## src/rtl/lsu_pkg.sv

```systemverilog
// lsu_pkg: shared op encodings, FSM state type and width defaults for the load/store unit.
package lsu_pkg;
    localparam int DATA_W_DEF = 16;
    localparam int ADDR_W_DEF = 16;
    localparam logic [2:0] OP_LW  = 3'd0;
    localparam logic [2:0] OP_SW  = 3'd1;
    localparam logic [2:0] OP_LB  = 3'd2;
    localparam logic [2:0] OP_LBU = 3'd3;
    localparam logic [2:0] OP_SB  = 3'd4;
    typedef enum logic [2:0] {
        ST_IDLE,
        ST_RD,
        ST_CAP,
        ST_WR,
        ST_RESP
    } state_e;
endpackage

```

## src/rtl/lsu_byte_lane.sv

```systemverilog
// lsu_byte_lane: little-endian byte extraction/extension for loads and byte merge for SB.
module lsu_byte_lane import lsu_pkg::*; #(
    parameter int DATA_W = DATA_W_DEF
) (
    input  logic [2:0]        op_i,
    input  logic              sel_i,
    input  logic [DATA_W-1:0] word_i,
    input  logic [7:0]        sbyte_i,
    output logic [DATA_W-1:0] load_o,
    output logic [DATA_W-1:0] merged_o
);
    logic [7:0] lane;
    assign lane   = sel_i ? word_i[15:8] : word_i[7:0];
    assign load_o = op_i == OP_LB  ? {{(DATA_W-8){lane[7]}}, lane} :
                    op_i == OP_LBU ? {{(DATA_W-8){1'b0}}, lane} : word_i;
    always_comb begin
        merged_o = word_i;
        merged_o[{sel_i, 3'b000} +: 8] = sbyte_i;
    end
endmodule

```

## src/rtl/load_store_unit.sv

```systemverilog
// load_store_unit: single-outstanding LSU sequencing word/byte loads and stores to a one-cycle-latency memory.
module load_store_unit import lsu_pkg::*; #(
    parameter int DATA_W = DATA_W_DEF,
    parameter int ADDR_W = ADDR_W_DEF
) (
    input  logic              clk,
    input  logic              rst,
    input  logic              req_valid_i,
    output logic              req_ready_o,
    input  logic [2:0]        req_op_i,
    input  logic [ADDR_W-1:0] req_addr_i,
    input  logic [DATA_W-1:0] req_wdata_i,
    input  logic [2:0]        req_rd_i,
    output logic              resp_valid_o,
    input  logic              resp_ready_i,
    output logic [DATA_W-1:0] resp_rdata_o,
    output logic [2:0]        resp_rd_o,
    output logic              resp_err_o,
    output logic              mem_write_en_o,
    output logic              mem_read_en_o,
    output logic [ADDR_W-1:0] mem_access_addr_o,
    output logic [DATA_W-1:0] mem_write_data_o,
    input  logic [DATA_W-1:0] mem_read_data_i
);
    state_e            state_q, state_d;
    logic [2:0]        op_q, op_d, rd_q, rd_d;
    logic [ADDR_W-1:0] addr_q, addr_d;
    logic [DATA_W-1:0] wdata_q, wdata_d, rdata_q, rdata_d;
    logic              err_q, err_d, req_err;
    logic [DATA_W-1:0] load_data, merged;
    lsu_byte_lane #(.DATA_W(DATA_W)) u_lane (
        .op_i     (op_q),
        .sel_i    (addr_q[0]),
        .word_i   (mem_read_data_i),
        .sbyte_i  (wdata_q[7:0]),
        .load_o   (load_data),
        .merged_o (merged)
    );
    assign req_err = (req_op_i > OP_SB) || ((req_op_i == OP_LW || req_op_i == OP_SW) && req_addr_i[0]);
    always_comb begin
        state_d = state_q;
        op_d    = op_q;
        addr_d  = addr_q;
        wdata_d = wdata_q;
        rd_d    = rd_q;
        err_d   = err_q;
        rdata_d = rdata_q;
        case (state_q)
            ST_IDLE: if (req_valid_i) begin
                op_d    = req_op_i;
                addr_d  = req_addr_i;
                wdata_d = req_wdata_i;
                rd_d    = req_rd_i;
                err_d   = req_err;
                rdata_d = '0;
                state_d = req_err ? ST_RESP : (req_op_i == OP_SW ? ST_WR : ST_RD);
            end
            ST_RD:   state_d = ST_CAP;
            // SB is a read-modify-write: the merged word replaces the store data
            ST_CAP: if (op_q == OP_SB) begin
                wdata_d = merged;
                state_d = ST_WR;
            end else begin
                rdata_d = load_data;
                state_d = ST_RESP;
            end
            ST_WR:   state_d = ST_RESP;
            ST_RESP: state_d = resp_ready_i ? ST_IDLE : ST_RESP;
            default: state_d = ST_IDLE;
        endcase
    end
    always_ff @(posedge clk) begin
        if (rst) begin
            state_q <= ST_IDLE;
            op_q    <= '0;
            addr_q  <= '0;
            wdata_q <= '0;
            rd_q    <= '0;
            err_q   <= 1'b0;
            rdata_q <= '0;
        end else begin
            state_q <= state_d;
            op_q    <= op_d;
            addr_q  <= addr_d;
            wdata_q <= wdata_d;
            rd_q    <= rd_d;
            err_q   <= err_d;
            rdata_q <= rdata_d;
        end
    end
    assign req_ready_o       = state_q == ST_IDLE;
    assign mem_read_en_o     = state_q == ST_RD;
    assign mem_write_en_o    = state_q == ST_WR;
    assign mem_access_addr_o = (mem_read_en_o || mem_write_en_o) ? {1'b0, addr_q[ADDR_W-1:1]} : '0;
    assign mem_write_data_o  = mem_write_en_o ? wdata_q : '0;
    assign resp_valid_o      = state_q == ST_RESP;
    assign resp_rdata_o      = resp_valid_o ? rdata_q : '0;
    assign resp_rd_o         = resp_valid_o ? rd_q : '0;
    assign resp_err_o        = resp_valid_o && err_q;
endmodule

```

## config.mk

```make
export PLATFORM = sky130hd
export DESIGN_NAME = load_store_unit
export DESIGN_NICKNAME = d
export VERILOG_FILES = /design/src/rtl/lsu_pkg.sv /design/src/rtl/lsu_byte_lane.sv /design/src/rtl/load_store_unit.sv
export SDC_FILE = /design/constraint.sdc
export NUM_CORES = 1
export LEC_CHECK = 0
export ABC_AREA = 1
export BUFFER_PORTS_ARGS = -buffer_cell sky130_fd_sc_hd__buf_2
export CORE_MARGIN = 5
export CORE_UTILIZATION = 47
export DETAILED_ROUTE_END_ITERATION = 10
export PLACE_DENSITY = 0.73
export SYNTH_ARGS = -nofsm -noshare
export SYNTH_HDL_FRONTEND = slang
export SYNTH_SLANG_ARGS = --single-unit
```

## constraint.sdc

```tcl
create_clock -name clk -period 1.9 [get_ports clk]
set_input_delay 0.19 -clock clk [delete_from_list [all_inputs] [get_ports clk]]
set_output_delay 0.19 -clock clk [all_outputs]
set_load 0.02 [all_outputs]
```

# Word-level counts from Yosys, hierarchy flattened
# Cells that the tools add are included.
[op_classes]
n_lt_le_gt_ge = 1
eq_ne = 11
reduce_logical = 11
shifts = 2
add_sub_neg = 1
n_mux = 20
[op_table]
columns = ["operator", "count"]
rows = [
  ["2-to-1 mux 16 bit", 8],
  ["case mux 16 bit (2 select lines)", 2],
  ["bitwise mux 16 bit", 1],
  ["variable shift 8 x 6 -> 16 bit (first input constant)", 1],
  ["indexed part select 8 x 6 -> 16 bit", 1],
  ["2-to-1 mux 15 bit", 1],
  ["2-to-1 mux 3 bit", 5],
  ["case mux 3 bit (5 select lines)", 1],
  ["equality test 3 x 2 -> 1 bit (second input constant)", 4],
  ["2-to-1 mux 8 bit", 1],
  ["equality test 3 x 1 -> 1 bit (second input constant)", 2],
  ["equality test 3 bit (second input constant)", 2],
  ["logical NOT 3 bit", 2],
  ["inequality test 2 bit (second input constant)", 3],
  ["negation 4 -> 6 bit", 1],
  ["AND reduction 3 bit", 2],
  ["> comparator 3 bit (second input constant)", 1],
  ["logical OR 1 bit", 3],
  ["logical AND 1 bit", 2],
  ["2-to-1 mux 2 bit", 1],
  ["AND reduction 2 bit", 1],
  ["nonzero test 2 bit", 1],
]
[totals]
register_bits = 58

# Logic depth before layout (Yosys ltp)
[depth]
ltp_word = 7
mapped_depth = 9
mapped_depth_nobuf = 8

# By module
# Synthesis repeated with hierarchy kept, for this count alone.
[unflattened]
cells_unflattened = 580
area_unflattened_um2 = 3468.3
[modules_own_cells]
columns = ["module", "area_each_um2", "cells_per_inst", "seq_area_each_um2", "n_inst"]
rows = [
  ["load_store_unit", 2989.1, 482, 1161.1, 1],
  ["lsu_byte_lane", 479.2, 98, 0.0, 1],
]

# Worst setup path after synthesis
# Ideal clock, no wire load.
[synth_path]
path_type = "register -> output"
start = "register state_q[2]"
end = "output port mem_write_data_o[10]"
path_slack_ns = 0.195
arrival_time_ns = 1.515
path_stages_with_launch = 7
required_time_ns = 1.710
cell_sequence = "dfxtp_1 inv_2 nand2_1 nor2_1 inv_2 buf_2 nor2_1"
[synth_between]
elab_chain_cells = 2
[synth_lines]
columns = ["item", "line_no", "source"]
rows = [
  ["start: declaration", "load_store_unit.sv:25", "state_e state_q, state_d;"],
  ["start signal: assignment", "load_store_unit.sv:82", "state_q <= state_d;"],
  ["equality test 3 x 2 -> 1 bit", "load_store_unit.sv:93", "assign mem_write_en_o = state_q == ST_WR;"],
  ["net mem_write_en_o", "load_store_unit.sv:19", "output logic mem_write_en_o,"],
  ["2-to-1 mux 16 bit", "load_store_unit.sv:95", "assign mem_write_data_o = mem_write_en_o ? wdata_q : '0;"],
  ["end: declaration", "load_store_unit.sv:22", "output logic [DATA_W-1:0] mem_write_data_o,"],
]
# The timed path passes the listed nets, and every way through them passes these cells.

# Worst setup path after layout
[layout_path]
start = "register state_q[1]"
end = "output port mem_write_data_o[12]"
[layout_between]
elab_chain_cells = 2
[layout_lines]
columns = ["item", "line_no"]
rows = [
  ["equality test 3 x 2 -> 1 bit", "load_store_unit.sv:93"],
  ["2-to-1 mux 16 bit", "load_store_unit.sv:95"],
]
# No other way between the ends.

==> impl_metrics.yaml <==
logic_synthesis:
  yosys-top-cells-area: "dfxtp_1 36%, nor2_1 12%, inv_1 11%"
  synth_cells: 522
  synth.most_common_cell: "nor2_1"
  synth_warnings: 0
  yosysTopAreaCellShare_pct: 36.3
  netlist-cell-type-count: 24
  synth.net_count: 580
  ys_seq_area_share_pct: 36.3
  ys_ff_latch: 58
  ys_top_cells_by_count: "98 x nor2_1, 91 x inv_1, 87 x nand2_1, 62 x o21ai_0, 58 x dfxtp_1"
  synth_top_area_cell: "dfxtp_1"
  synth_flop_cell: "dfxtp_1"
  syn_area_per_cell_um2: 6.12
  async_flop_share_pct: 0
  synth_area_um2: 3200
  synth_edf_count: 0
hold_path:
  hold_depth: 3
  hold_path_class: "in -> reg"
clock_tree:
  clock-sinks: 58
  cts_buffers: 9
  ctsHoldBuffers: 0
  root_buffer: "clkbuf_8"
  cts_setup_buffers: 0
  postCtsResizedCells: 0
  worstSkewPairLatency_ns: 0.33
  cts_tree: "done"
  cts.reportedPaths.clkPinSlew_ns: 0.06
  clockBufferDepth: 2
  cts_max_level: 3
setup_path:
  path_max_fanout: 17
  r2r_cells: 8
  critPathKind: "reg -> out"
  critPathCaptureType: "output pin"
  cp-start-kind: "register"
  cp.required_ns: 1.71
  crit_arrival_ns: 1.47
route:
  drt_iter0_markers: 146
  antenna_left: 0
  route.detailed.drc: 0
  vias: 3408
  wl_um: 8520
  first_pass_iters: 5
  viasPerCell: 4.81
  routedWlPerCell_um: 12.0
pwr:
  p_leak_nw: 2.04
  power.total_mw: 3.41
  ir_drop_uv: 341
  powerDensity_nw_per_um2: 856
global_route:
  grt_max_degree: 45
  gr-total-overflow: 0
  grt_pass1_wl_um: 14400
  antenna_found_initial: 0
  grt_pass1_vias: 3252
  track_usage_pct: 20.4
job:
  cap_violations: 0
timing:
  hold_viol: 0
  max_freq_ghz: 0.602
  clock-skew-final_ns: 0.00572
  fin_crit_ns: 1.66
  tightestPinTransition_ns: 0.516
  rsz0062_at_grt: "false"
  finalSetupTns_ns: 0
  period_share_pct: 87.5
  setup_viol: 0
  relSlewSlack_pct: 65.5
  slew_viol_final: 0
floorplanning:
  initial_utilization_pct: 47.6
  fp.dieH_um: 92.5
  die-area_um2: 8550
  core-area_um2: 6720
  die-width_um: 92.5
  ios: 114
  row_count: 30
final_layout:
  drive_gt1_share_pct: 23.7
  synthToLayoutAreaGrowth_pct: 24.5
  antenna_cells: 0
  nets: 682
place:
  dp_hpwl_um: 6380
  place_congestion: 0.864
  io_buffer_count: 112
run_status:
  status: "finished, final reports clean"
## final timing paths
| check | start | endpoint | slack (ns) |
|---|---|---|---|
| worst max-delay path | state_q[1] | mem_write_data_o[12] | 0.24 |
| worst min-delay path | req_addr_i[4] | addr_q[4] | 0.14 |
| worst max register to register | state_q[0] | rdata_q[6] | 0.24 |
| worst min register to register | addr_q[12] | addr_q[12] | 0.45 |
## worst max-delay path: stages (launching register included)
cell	delay (ns)
dfxtp_2	0.40
inv_2	0.09
nor2_1	0.17
inv_2	0.16
nor2_1	0.14
buf_2	0.18
## stage by stage
stage          setup WS [ns]  hold WS [ns]  util [%]  area, um^2  std cells
5_1_grt               0.0475         0.152      59.3        3980        709
6_report               0.238         0.137      59.3        3980        709
4_1_cts                0.103         0.132      59.2        3980        709
3_3_place_gp           0.228         0.439      56.0        3760        693
3_5_place_dp           0.110         0.443      56.0        3760        693
2_1_floorplan          0.195         0.259         -        3200        522
## layer usage
metal | share of wire (%) | track usage (%) | wire length (um)
met1 | 47 | 27.3 | 3990
met5 | 0 | 0 | 0
met4 | 1.5 | 8.04 | 130
met3 | 7.1 | 3.98 | 609
met2 | 45 | 32.3 | 3790
## final cells by class
class | count | area, um^2
sequential | 58 | 1160
fill | 678 | 2740
inverter | 95 | 357
clock inverter | 4 | 48.8
clock buffer | 12 | 165
multi-input combinational | 340 | 1530
tap | 80 | 100
timing repair buffer | 120 | 621
## cells by family (layout without fill, tap and decap cells)
logic type | Yosys count | count (layout) | share of synthesized area [%]
other | 1 | 1 | 0.117
AND/OR/NAND/NOR | 228 | 228 | 29.7
buffers and inverters | 124 | 231 | 16.0
flip-flops | 58 | 58 | 36.3
AO/OA/AOI/OAI | 111 | 111 | 17.8
## layout by cell type, fill, tap and decap left out, drive strengths merged
master  count
a31oi       1
a21oi      43
clkinv      3
conb        1
o211ai      1
nand2      90
inv        95
nand4       1
bufinv      1
o21ai      66
nor3        1
buf       120
dfxtp      58
nand3      36
nor2      100
clkbuf     12
## registers in the layout (all words and copies together) (netlist names)
name     cells
addr_q      16
err_q        1
op_q         3
rd_q         3
rdata_q     16
state_q      3
wdata_q     16
## report_power, final
group          switching, mW  internal (mW)
clock network          0.476          0.710
registers             0.0745           1.36
logic                  0.524          0.265
(Power assumes the default switching activity.)
